[config.mk]
export PLATFORM = sky130hd
export DESIGN_NAME = rtc_count_latch
export DESIGN_NICKNAME = d
export VERILOG_FILES = /design/src/rtl/rtc_count_latch.sv
export SDC_FILE = /design/constraint.sdc
export NUM_CORES = 1
export LEC_CHECK = 0
export ABC_CLOCK_PERIOD_IN_PS = 4300
export CELL_PAD_IN_SITES_DETAIL_PLACEMENT = 2
export CELL_PAD_IN_SITES_GLOBAL_PLACEMENT = 2
export CORE_UTILIZATION = 40
export DETAILED_ROUTE_END_ITERATION = 6
export PLACE_DENSITY_LB_ADDON = 0.1
export SYNTH_ARGS = -nofsm -noshare
export SYNTH_HDL_FRONTEND = slang
export SYNTH_SLANG_ARGS = --single-unit
[constraint.sdc]
create_clock -name i_sclk -period 4.3 [get_ports i_sclk]
set_clock_uncertainty 0.15 [all_clocks]
set_input_delay 0.645 -clock i_sclk [delete_from_list [all_inputs] [get_ports i_sclk]]
set_output_delay 0.645 -clock i_sclk [all_outputs]
set_load 0.02 [all_outputs]
[src/rtl/rtc_count_latch.sv]
// rtc_count_latch: prescaled BCD stopwatch (MM:SS.hh) with a display-holding latch.
// The live count runs from i_count_enb/i_count_init. The latched copy is what the
// display side reads, and it is refreshed only by i_latch_count.
// Build option: define RTC_SATURATE_EN to hold at 59:59.99 instead of wrapping.
module rtc_count_latch #(
    parameter int unsigned TICK_DIV = 100,
    parameter int unsigned PRESC_W  = 16
) (
    input  logic       i_sclk,
    input  logic       i_reset,
    input  logic       i_count_init,
    input  logic       i_count_enb,
    input  logic       i_latch_count,
    output logic [7:0] o_hund,
    output logic [7:0] o_sec,
    output logic [7:0] o_min,
    output logic       o_latch_valid,
    output logic       o_overflow,
    output logic       o_running
);

    localparam logic [PRESC_W-1:0] PRESC_LAST = PRESC_W'(TICK_DIV - 1);

    // Live count packed as {min, sec, hund}, two BCD digits per field.
    logic [PRESC_W-1:0] presc_q, presc_d;
    logic [23:0]        live_q,  live_d;
    logic [23:0]        lat_q,   lat_d;
    logic               vld_q,   vld_d;
    logic               ovf_q,   ovf_d;
    logic               run_q,   run_d;

    logic [8:0]         hund_inc;
    logic [8:0]         sec_inc;
    logic [8:0]         min_inc;
    logic [23:0]        chain_next;
    logic               wrap;
    logic               frozen;
    logic               advance;
    logic               tick;

    // One BCD digit step: returns {carry, next}; wraps to 0 after 'last'.
    function automatic logic [4:0] bcd_digit_inc(input logic [3:0] d, input logic [3:0] last);
        if (d == last) begin
            return {1'b1, 4'd0};
        end
        return {1'b0, d + 4'd1};
    endfunction

    // Two-digit BCD field step (units always 0..9, tens 0..tens_last).
    // Returns {carry_out, tens, units}.
    function automatic logic [8:0] bcd_pair_inc(input logic [7:0] v, input logic [3:0] tens_last);
        logic [4:0] u;
        logic [4:0] t;
        u = bcd_digit_inc(v[3:0], 4'd9);
        if (u[4]) begin
            t = bcd_digit_inc(v[7:4], tens_last);
        end else begin
            t = {1'b0, v[7:4]};
        end
        return {t[4], t[3:0], u[3:0]};
    endfunction

    // Carry chain: each field advances only when every lower field rolls over.
    always_comb begin
        hund_inc   = bcd_pair_inc(live_q[7:0],   4'd9);
        sec_inc    = bcd_pair_inc(live_q[15:8],  4'd5);
        min_inc    = bcd_pair_inc(live_q[23:16], 4'd5);
        chain_next = live_q;
        chain_next[7:0] = hund_inc[7:0];
        if (hund_inc[8]) begin
            chain_next[15:8] = sec_inc[7:0];
        end
        if (hund_inc[8] && sec_inc[8]) begin
            chain_next[23:16] = min_inc[7:0];
        end
        // All three fields carrying out means the count sits at 59:59.99.
        wrap = hund_inc[8] & sec_inc[8] & min_inc[8];
    end

    // Tick generation; init always wins over enable.
    always_comb begin
`ifdef RTC_SATURATE_EN
        // Once the overflow tick has been absorbed at max, stop the prescaler too.
        frozen = wrap & ovf_q;
`else
        frozen = 1'b0;
`endif
        advance = i_count_enb & ~i_count_init & ~frozen;
        tick    = advance & (presc_q == PRESC_LAST);
    end

    // Next-state for prescaler, live count, overflow, latch and status.
    always_comb begin
        presc_d = presc_q;
        live_d  = live_q;
        ovf_d   = ovf_q;
        if (i_count_init) begin
            presc_d = '0;
            live_d  = '0;
            ovf_d   = 1'b0;
        end else if (advance) begin
            if (tick) begin
                presc_d = '0;
            end else begin
                presc_d = presc_q + PRESC_W'(1);
            end
            if (tick) begin
                if (wrap) begin
                    ovf_d = 1'b1;
`ifdef RTC_SATURATE_EN
                    live_d = live_q;
`else
                    live_d = chain_next;
`endif
                end else begin
                    live_d = chain_next;
                end
            end
        end

        // Capture uses the pre-edge live value, so latch+init and latch+tick
        // both see the count as it stood before this edge's update.
        lat_d = i_latch_count ? live_q : lat_q;
        vld_d = i_latch_count;
        run_d = i_count_enb & ~i_count_init;
    end

    // Prescaler and live count registers.
    always_ff @(posedge i_sclk or posedge i_reset) begin
        if (i_reset) begin
            presc_q <= '0;
            live_q  <= '0;
        end else begin
            presc_q <= presc_d;
            live_q  <= live_d;
        end
    end

    // Display-holding latch and its one-cycle valid pulse.
    always_ff @(posedge i_sclk or posedge i_reset) begin
        if (i_reset) begin
            lat_q <= '0;
            vld_q <= 1'b0;
        end else begin
            lat_q <= lat_d;
            vld_q <= vld_d;
        end
    end

    // Sticky overflow flag and running status.
    always_ff @(posedge i_sclk or posedge i_reset) begin
        if (i_reset) begin
            ovf_q <= 1'b0;
            run_q <= 1'b0;
        end else begin
            ovf_q <= ovf_d;
            run_q <= run_d;
        end
    end

    assign o_hund        = lat_q[7:0];
    assign o_sec         = lat_q[15:8];
    assign o_min         = lat_q[23:16];
    assign o_latch_valid = vld_q;
    assign o_overflow    = ovf_q;
    assign o_running     = run_q;

endmodule
== Word-level counts from Yosys, hierarchy flattened ==
Index checks and enable logic that the tools add are counted.

* Register bits: 67
* Output and inout bits: 27
* Logic and storage cells: 82

* Add/sub/neg operators: 7
* Eq/ne operators: 7
* Multiplexer cells: 36
* Bitwise gates (word level): 5
* Reductions and logical operators: 16

{| class="wikitable"
|+ Operators by type and width
! operator !! number
|-
| $mux 5 || 15
|-
| $mux 24 || 3
|-
| $mux 16 || 3
|-
| $add 4x1->4 const B || 6
|-
| $add 16x1->16 const B || 1
|-
| $eq 16x7->1 const B || 1
|-
| $eq 4x4->1 const B || 4
|-
| $mux 8 || 2
|-
| $reduce_bool 2->1 || 8
|-
| $mux 1 || 13
|-
| $reduce_and 3->1 || 4
|-
| $eq 4x3->1 const B || 2
|-
| $reduce_and 4->1 || 2
|-
| $and 1x1->1 || 4
|-
| $reduce_and 2->1 || 1
|-
| $logic_and 1x1->1 || 1
|-
| $not 1->1 || 1
|}

== Longest topological paths before layout ==
Gate-level depths: netlist of the first run.

* Depth in word-level cells: 12
* Gate-level depth with buffers: 7
* Mapped depth without buffers: 7

== Least setup slack after synthesis of the first run ==
No wires, ideal clock.

* Path kind: flip-flop to flip-flop
* From: register live_q[5]
* To: register live_q[22]
* Setup time: 124 ps
* Arrival time: 1,663 ps
* Slack: 2,363 ps
* Cell stages (with the launch flop): 8
* Buffers on the path: 0
* Period minus slack after synthesis: 1,937 ps
* Path through: dfrtp_1 inv_1 ha_1 nand3b_1 nor4b_4 a21oi_2 nand2b_4 a211o_1

* Word-level cells in the longest chain between the ends: 8

{| class="wikitable"
|+ RTL lines
! item !! RTL line !! source
|-
| start, declared || 26 || <nowiki>logic [23:0] live_q, live_d;</nowiki>
|-
| start signal, assigned || 135 || <nowiki>live_q <= live_d;</nowiki>
|-
| $eq 4x4->1 || 43 || <nowiki>if (d == last) begin</nowiki>
|-
| $mux 1 || 43 ||
|-
| $mux 1 || 55 || <nowiki>if (u[4]) begin</nowiki>
|-
| $mux 5 || 46 || <nowiki>return {1'b0, d + 4'd1};</nowiki>
|-
| $mux 5 || 55 ||
|-
| $logic_and 1x1->1 || 73 || <nowiki>if (hund_inc[8] && sec_inc[8]) begin</nowiki>
|-
| $reduce_bool 2->1 (no source line) || -- ||
|-
| $reduce_and 4->1 (no source line) || -- ||
|}

No other way between the ends. The select of a mux whose other input is x is not followed.
A chain may end at the register's enable or synchronous reset.

== Worst setup path after layout of the first run ==
* From: input i_count_enb
* To: register live_q[22]

* Word-level cells in the longest chain between the ends: 4

{| class="wikitable"
|+ RTL lines
! item !! RTL line !! source
|-
| start, declared || 12 || <nowiki>input logic i_count_enb,</nowiki>
|-
| $and 1x1->1 * || 88 || <nowiki>advance = i_count_enb & ~i_count_init & ~frozen;</nowiki>
|-
| $and 1x1->1 || 89 || <nowiki>tick = advance & (presc_q == PRESC_LAST);</nowiki>
|-
| $reduce_bool 2->1 (no source line) || -- ||
|-
| $reduce_and 4->1 (no source line) * || -- ||
|}

Mark *: on every way between the ends. The rest lies on a longest branch, timed or not.

==> run summary, run 1 <==
Tot GR Track Use -> 21.94%
DRC errors left -> 0
Period utilization -> 60.31%
Leakage power -> 1.799 nW
CTS Hold Buffers Added -> 0
Final ANT Viol Nets -> 0
Setup violators final -> 0
RePlAce Congestion -> 0.7678
Crit path kind -> in2reg
HPWL Detailed -> 5952 um
Count leader, synth -> dfrtp_1
Root buf cell -> clkbuf_8
Cts repair resizes -> 0
Placed Instances -> 433
Via count -> 2510
Max Cap Violations -> 0
Post-route cell area -> 3894 sq um
Worst slew margin -> 21.02%
I/O Buffers -> 31
Outcome -> finished clean
Crit path time final -> 2593 ps
DR pass1 iterations -> 4
Post-detailed-route via-to-cell ratio -> 5.590
Synthesized net count -> 324
Footprint of the multi-input gates -> 1551 sq um
Grt ovf -> 0
DP Area -> 3734 sq um
Detailed Route WL -> 8341 um
Pin slew with the least headroom to its limit -> 1181 ps
Final nets -> 360
Synth area leader -> dfrtp_1
Crit end category -> flip-flop
Fillers -> 805
Fin Hold WS -> 348.5 ps
Setup WS pre-CTS -> 1328 ps
Pin count of the biggest net entering global routing -> 28
Final setup margin -> 1707 ps
Asr flop ratio synth -> 100.0%
Yosys cell types -> 49
Synthesized area -> 3313 sq um
Core ar. -> 7888 sq um
Clock sink total -> 67
Diode count -> 0
Worst VDD drop -> 198.4 uV
Largest cells by area after synthesis -> dfrtp_1, mux2_2, ha_1, nor2_1, nand2_1
Clk_lat worst skew -> 340 ps
Max Fclk -> 385.6 MHz
Avg Inst Size Synth -> 10.83 sq um
Top cell type's share of synthesized area -> 50.60%
Power Dens Cells -> 307.8 nW/um^2
Antenna violations before repair -> 0
Initial Util -> 42.01%
Hold crit path type -> reg2reg
Post-CTS setup buffers -> 0
Global-route wire length before repair -> 14550 um
Req. time, crit path -> 4380 ps
Crit path DAT -> 2670 ps
Pins Over Slew Limit -> 0
Die ar. -> 8651 sq um
Share of layout cells above drive strength 1 -> 15.27%
DR WL/cell -> 18.58 um
RSZ-0062 raised after global routing -> false
CTS Buf Count -> 9
Yosys warning total -> 0
Synth Register Bits -> 67
Setup TNS Final -> 0 ps
# IOs -> 32
Chip width -> 93.01 um
Number of synthesized flops with an enable pin -> 0
Synth cell count leaders -> dfrtp_1, nor2_1, mux2_2, nand2_1, o21ai_0
Worst-path clk slew -> 70 ps
Longest Clk Path Bufs -> 2
Htree depth -> 3
Area occupied by registers -> 1677 sq um
Synth Flop Type -> dfrtp_1
Startpoint types -> input port
Crit-path max FO -> 13
Starting DRT DRC Count -> 48
Number of global-route vias before repair -> 2812
Area growth syn-to-layout -> 17.52%
Layout Cells excl Fill -> 449
Final hold viol count -> 0
Syn Inst Count -> 306
CTS tree -> yes
DIE HEIGHT -> 93.01 um
Post-synthesis sequential area ratio -> 50.60%
# rows -> 32
[sequential cells by signal (all words and copies together), names as in the netlist]
name	count
lat_q	24
live_q	24
presc_q	16
o_latch_valid	1
o_overflow	1
o_running	1
[layout make-up]
| class | count | share of cell area (%) |
|---|---|---|
| sequential | 67 | 43.06 |
| multi-input combinational | 218 | 39.85 |
| timing repair buffer | 34 | 8.548 |
| clock buffer | 10 | 3.278 |
| tap | 102 | 3.278 |
| inverter | 12 | 1.157 |
| clock inverter | 6 | 0.8355 |
[kinds of logic (layout without fill, tap and decap cells)]
family                     Yosys count  count (layout)  synth area share, %
xor gates and xnor gates             9               9                2.379
DFF                                 67              67                50.60
adders and majority gates           13              13                4.909
muxes                               30              30                10.01
and+or+nand+nor                    120             120                20.58
AOI/OAI and AO/OA                   46              46                8.950
buffers and inverters               21              62                2.568
[metal layers]
layer	global-route usage [%]	vias to the layer above	routed length, um
li1	-	1167	-
met1	29.32	1301	3982
met2	36.09	33	4012
met3	3.821	9	222
met4	7.308	0	125
met5	0	-	0
[final timing paths]
kind / start / to / slack, ps / cells past startpoint
max: i_count_enb / live_q[22]$_DFFE_PP0P_ / 1710 / 6
min: o_overflow$_DFFE_PP0P_ / o_overflow$_DFFE_PP0P_ / 350 / 2
min reg2reg: o_overflow$_DFFE_PP0P_ / o_overflow$_DFFE_PP0P_ / 350 / 2
max reg2reg: presc_q[0]$_DFFE_PP0N_ / live_q[22]$_DFFE_PP0P_ / 1860 / 6
max in group asynchronous: i_reset / lat_q[6]$_DFFE_PP0P_ / 2720 / 3
min in group asynchronous: i_reset / presc_q[13]$_DFFE_PP0N_ / 530 / 2
[layout by cell type (no fill, tap or decap), types with 9 or more instances in the layout]
cell type / Yosys / layout
mux2_2: 25 / 25
dfrtp_1: 67 / 67
clkbuf_8: 0 / 9
nand2_1: 22 / 22
o21ai_0: 15 / 15
inv_1: 12 / 11
ha_1: 13 / 13
nand3_1: 14 / 14
nor2_1: 30 / 30
a21oi_1: 9 / 9
clkdlybuf4s50_1: 0 / 31
[where the power goes]
group | leakage, nW | switching [mW] | internal (mW)
Clock | 0.0856 | 0.243 | 0.204
Combinational | 0.790 | 0.0552 | 0.0380
Sequential | 0.924 | 0.0145 | 0.644
Total | 1.80 | 0.313 | 0.886
[through the flow]
| step | util, % | power [mW] |
|---|---|---|
| floorplan | - | 0.7233 |
| global placement | 47.34 | 0.7613 |
| detailed placement | 47.34 | 0.7656 |
| CTS | 49.37 | 1.214 |
| global route | 49.37 | 1.251 |
| finish | 49.37 | 1.198 |
[worst max-delay path: stages]
cell             delay (ps)
clkdlybuf4s50_1         570
nor4b_1                 230
and4_1                  530
a21oi_2                 190
nand2b_4                210
a211o_1                 290
No activity file was read; power rests on OpenSTA's default activity.
==> inputs of run 2 (changes only) <==
Settings changed: ABC_CLOCK_PERIOD_IN_PS 4300 to 2500, CORE_UTILIZATION 40 to 37.
Clock period 4.3 ns to 2.5 ns, I/O delays scaled along.
==> run 2 against run 1 <==
  * Critical path depth is 1 higher
  * Sequential power is 72% higher
  * Clock power is 130% higher
  * Non-clock buffer count is 7 higher
  * Critical path type is now reg2reg
  * Highest routed layer unchanged
==> run summary, run 2 (same netlist as run 1, synthesis figures left out) <==
Outcome -> finished clean
Grt ovf -> 0
Pin count of the biggest net entering global routing -> 68
Post-detailed-route via-to-cell ratio -> 5.465
Final ANT Viol Nets -> 0
Share of layout cells above drive strength 1 -> 17.23%
Fillers -> 925
Final nets -> 367
Initial Util -> 38.18%
Top flop regs -> lat_q x24, live_q x24, presc_q x16
Max Cap Violations -> 0
CTS tree -> yes
Die ar. -> 9337 sq um
Crit end category -> flip-flop
Worst slew margin -> 71.56%
CTS Buf Count -> 9
Global-route wire length before repair -> 14840 um
Chip width -> 96.63 um
HPWL Detailed -> 5813 um
RePlAce Congestion -> 0.7648
# IOs -> 32
DR pass1 iterations -> 4
Fin Hold WS -> 253.8 ps
Period utilization -> 93.00%
M2 GR Usage -> 31.58%
Area growth syn-to-layout -> 21.83%
Cts repair resizes -> 0
Met3 Track Usage GR -> 3.324%
Via count -> 2525
Leakage power -> 1.866 nW
Root buf cell -> clkbuf_8
Longest Clk Path Bufs -> 2
Req. time, crit path -> 2560 ps
Crit path time final -> 2325 ps
Hold crit path type -> in2async
Antenna violations before repair -> 0
Number of global-route vias before repair -> 2858
Worst VDD drop -> 281.4 uV
Crit path DAT -> 2390 ps
Detailed Route WL -> 8381 um
Starting DRT DRC Count -> 57
Commonest non-fill, non-tap cells in the layout -> dfrtp_1, clkdlybuf4s50_1, nor2_1
DRC errors left -> 0
Post-CTS setup buffers -> 0
Gr busiest metal -> met2
Pin slew with the least headroom to its limit -> 426.6 ps
Pins Over Slew Limit -> 0
I/O Buffers -> 31
Commonest non-fill, non-tap cell in the layout -> dfrtp_1
DIE HEIGHT -> 96.63 um
Worst-path clk slew -> 80 ps
Final hold viol count -> 0
Clk_lat worst skew -> 350 ps
Startpoint types -> flip-flop
CTS Hold Buffers Added -> 0
Crit path kind -> reg2reg
RSZ-0062 raised after global routing -> false
Power Dens Cells -> 579.4 nW/um^2
Core Util, Final -> 46.51%
M1 GR Usage -> 27.37%
Htree depth -> 3
Setup violators final -> 0
Tot GR Track Use -> 19.98%
DR WL/cell -> 18.14 um
Clock sink total -> 67
Crit-path max FO -> 7
R2r worst-path depth -> 7
Core ar. -> 8678 sq um
Max Fclk -> 430.1 MHz
Diode count -> 0
# rows -> 34
run 2: cell types whose count changed in the layout (fill, tap and decap cells not counted), sizes merged:
| cell | change |
|---|---|
| bufinv | +2 |
| clkinv | -4 |
| clkbuf | +2 |
| buf | +7 |
run 2: through the flow:
stage	TNS (ps)	cells	setup WS [ps]	power [mW]	instance area (sq um)
floorplan	0	306	291.8	1.244	3313
global placement	0	446	164.8	1.318	3806
detailed placement	-13.42	446	-13.42	1.324	3806
CTS	0	462	136.9	2.381	4034
global route	0	462	72.19	2.446	4036
finish	0	462	174.9	2.339	4036
run 2: final cells by class:
cell class	instances	area, sq um	area share, %
Clock inverter	4	72.57	1.798
Timing Repair Buffer	41	397.9	9.857
Sequential cell	67	1677	41.54
Multi-Input combinational cell	218	1554	38.50
Tap cell	108	135.1	3.348
Clock buffer	12	155.1	3.844
Inverter	12	45.04	1.116
run 2: power by group:
group | internal, mW | switching (mW)
clock network | 0.615 | 0.425
registers | 1.11 | 0.0250
logic | 0.0716 | 0.0944
total | 1.79 | 0.545
run 2: worst paths after layout:
kind	slack [ps]	endpoint	startpoint
max in group asynchronous	1620	presc_q[2]$_DFFE_PP0N_	i_reset
min reg2reg	360	lat_q[1]$_DFFE_PP0P_	lat_q[1]$_DFFE_PP0P_
max	170	live_q[15]$_DFFE_PP0P_	presc_q[0]$_DFFE_PP0N_
min in group i_sclk	360	lat_q[1]$_DFFE_PP0P_	lat_q[1]$_DFFE_PP0P_
min	250	presc_q[15]$_DFFE_PP0N_	i_reset
max reg2reg	170	live_q[15]$_DFFE_PP0P_	presc_q[0]$_DFFE_PP0N_
run 2: critical path, cell delays in order (launching register included):
cell	delay, ps
dfrtp_1	410
ha_1	230
nor4b_2	270
and4_1	450
buf_4	180
a31oi_1	130
o21ai_0	240
o41ai_1	130
run 2: routing by layer:
layer / vias to the layer above / part of all wire [%]
met5: - / 0
met4: 0 / 1.5
met3: 8 / 1.8
met1: 1310 / 47
li1: 1178 / -
met2: 29 / 49
==> inputs of run 3 (changes only) <==
Settings changed: ABC_AREA set to 1, CORE_UTILIZATION 37 to 35.
==> run 3 against run 2 <==
  * Clock power shrank 21%
  * First-iteration DRC count grew 95%
  * Cell area grew 4.4%
  * Hold slack lost 170 ps
  * Core utilization shrank 3.6 points
  * Global-route usage shrank 0.23 points
  * Largest power group unchanged
  * Flip-flop and latch count is the same
  * Synthesized cell count grew 42%
  * Fmax grew 19%
  * Clock-buffer cell count grew 2
  * Synthesized area grew 7.3%
==> run summary, run 3 <==
Outcome -> finished clean
Post-CTS setup buffers -> 0
Area growth syn-to-layout -> 18.56%
Commonest non-fill, non-tap cell in the layout -> nand2_1
RePlAce Congestion -> 0.7556
Max Fclk -> 510.3 MHz
Crit end category -> flip-flop
Placed Instances -> 598
Post-route cell area -> 4213 sq um
R2r worst-path depth -> 11
Slowest cell on crit path -> dfrtp_1
Start point of the critical path -> presc_q[1]$_DFFE_PP0N_
Via count -> 3051
Count leader, synth -> nand2_1
Detailed Route WL -> 9344 um
Number of synthesized flops with an enable pin -> 0
Power Dens Cells -> 577.3 nW/um^2
Commonest non-fill, non-tap cells in the layout -> nand2_1, nor2_1, dfrtp_1
Post-synthesis sequential area ratio -> 47.18%
Global-route wire length before repair -> 15750 um
Highest cell delay on the worst timing path -> 400 ps
Total power -> 2.432 mW
Syn Inst Count -> 435
Core ar. -> 9819 sq um
Post-detailed-route via-to-cell ratio -> 4.969
Yosys warning total -> 0
# rows -> 36
Worst-path clk slew -> 70 ps
Final hold viol count -> 0
I/O Buffers -> 31
RSZ-0062 raised after global routing -> false
Worst VDD drop -> 335.3 uV
Avg Inst Size Synth -> 8.169 sq um
Top cell type's share of synthesized area -> 47.18%
Crit path DAT -> 2050 ps
Crit path time final -> 1960 ps
Yosys cell types -> 27
Share of layout cells above drive strength 1 -> 10.40%
Chip width -> 102.8 um
Setup violators final -> 0
Hold crit path type -> in2async
Crit-path max FO -> 22
Final ANT Viol Nets -> 0
Clock sink total -> 67
Clk_lat worst skew -> 350 ps
Grt ovf -> 0
HPWL Detailed -> 7029 um
Crit-path leading delay family -> simple AND/OR/NAND/NOR gates
Largest cells by area after synthesis -> dfrtp_1, nand2_1, nor2_1, nand3_1, ha_1
Diode count -> 0
# IOs -> 32
Synthesized net count -> 453
DR pass1 iterations -> 4
Synthesized area -> 3553 sq um
Req. time, crit path -> 2590 ps
Layout Cells excl Fill -> 614
Top flop regs -> lat_q x24, live_q x24, presc_q x16
Longest Clk Path Bufs -> 2
CP most frequent cell -> nand2_1
Crit path cell chain -> ha_1 > inv_1 > nor2_1 > nand2_1 > nor2_1 > nand3_2 > nand2_4 > buf_12 > nand2_4 > nand2_1 > nand2_1
DRC errors left -> 0
Number of cells on the critical path -> 11
Cts repair resizes -> 0
Synth area leader -> dfrtp_1
CTS tree -> yes
Pin slew with the least headroom to its limit -> 376.0 ps
CTS Hold Buffers Added -> 0
Final setup margin -> 540.4 ps
Crit path buf inv count -> 2
Synth Register Bits -> 67
Die ar. -> 10560 sq um
Setup TNS Final -> 0 ps
Synth Flop Type -> dfrtp_1
Setup WS pre-CTS -> 345.6 ps
Tot GR Track Use -> 19.74%
DP Area -> 4040 sq um
DR WL/cell -> 15.22 um
CTS Buf Count -> 9
Core Util, Final -> 42.90%
Pins Over Slew Limit -> 0
Final nets -> 494
Starting DRT DRC Count -> 111
Startpoint types -> flip-flop
Number of global-route vias before repair -> 3278
DIE HEIGHT -> 102.8 um
Worst slew margin -> 74.84%
Initial Util -> 36.19%
Period utilization -> 78.38%
Asr flop ratio synth -> 100.0%
Max Cap Violations -> 0
FF-to-FF End -> live_q[7]$_DFFE_PP0P_
Crit path kind -> reg2reg
Fin Hold WS -> 88.57 ps
Htree depth -> 3
Antenna violations before repair -> 0
Worst reg-to-reg setup slack -> 540 ps
Root buf cell -> clkbuf_8
Leakage power -> 1.984 nW
Pin count of the biggest net entering global routing -> 62
Worst Setup EP -> live_q[7]$_DFFE_PP0P_
Synth cell count leaders -> nand2_1, nor2_1, dfrtp_1, nand3_1, inv_1
R2R Path Start -> presc_q[1]$_DFFE_PP0N_
[run 3: report_power, final]
part	total, mW	internal, mW	switching, mW
registers	1.23	1.16	0.0681
logic	0.383	0.160	0.223
clock network	0.824	0.413	0.411
[run 3: routing by layer]
layer  wire, um  vias to the layer above  GRT usage, %
met4        129                        0         6.826
li1           -                     1461             -
met3        216                       13         4.068
met1       4080                     1545         23.68
met2       4918                       32         35.13
met5          0                        -             0
[run 3: layout make-up]
| cell class | count | area [sq um] |
|---|---|---|
| Fill cell | 1172 | 5607 |
| Timing Repair Buffer | 40 | 402.9 |
| Sequential cell | 67 | 1677 |
| Clock inverter | 2 | 10.01 |
| Multi-Input combinational cell | 320 | 1652 |
| Inverter | 38 | 142.6 |
| Tap cell | 133 | 166.4 |
| Clock buffer | 14 | 162.7 |
[run 3: how the worst min path moves through the flow]
stage / end / from / slack [ps]
6_report: presc_q[9]$_DFFE_PP0N_ / i_reset / 90
2_1_floorplan: o_latch_valid$_DFF_PP0_ / i_latch_count / 260
3_5_place_dp: lat_q[20]$_DFFE_PP0P_ / lat_q[20]$_DFFE_PP0P_ / 350
4_1_cts: presc_q[7]$_DFFE_PP0N_ / i_reset / 70
5_1_grt: presc_q[9]$_DFFE_PP0N_ / i_reset / 90
3_3_place_gp: lat_q[12]$_DFFE_PP0P_ / lat_q[12]$_DFFE_PP0P_ / 340
[run 3: cells by family after synthesis]
family | count (synthesis) | share of synthesized area (%)
AOI/OAI and AO/OA | 26 | 3.908
DFF | 67 | 47.18
muxes | 11 | 3.486
buffers and inverters | 48 | 6.338
and+or+nand+nor | 255 | 30.81
adders and majority gates | 13 | 4.578
xor gates and xnor gates | 15 | 3.697
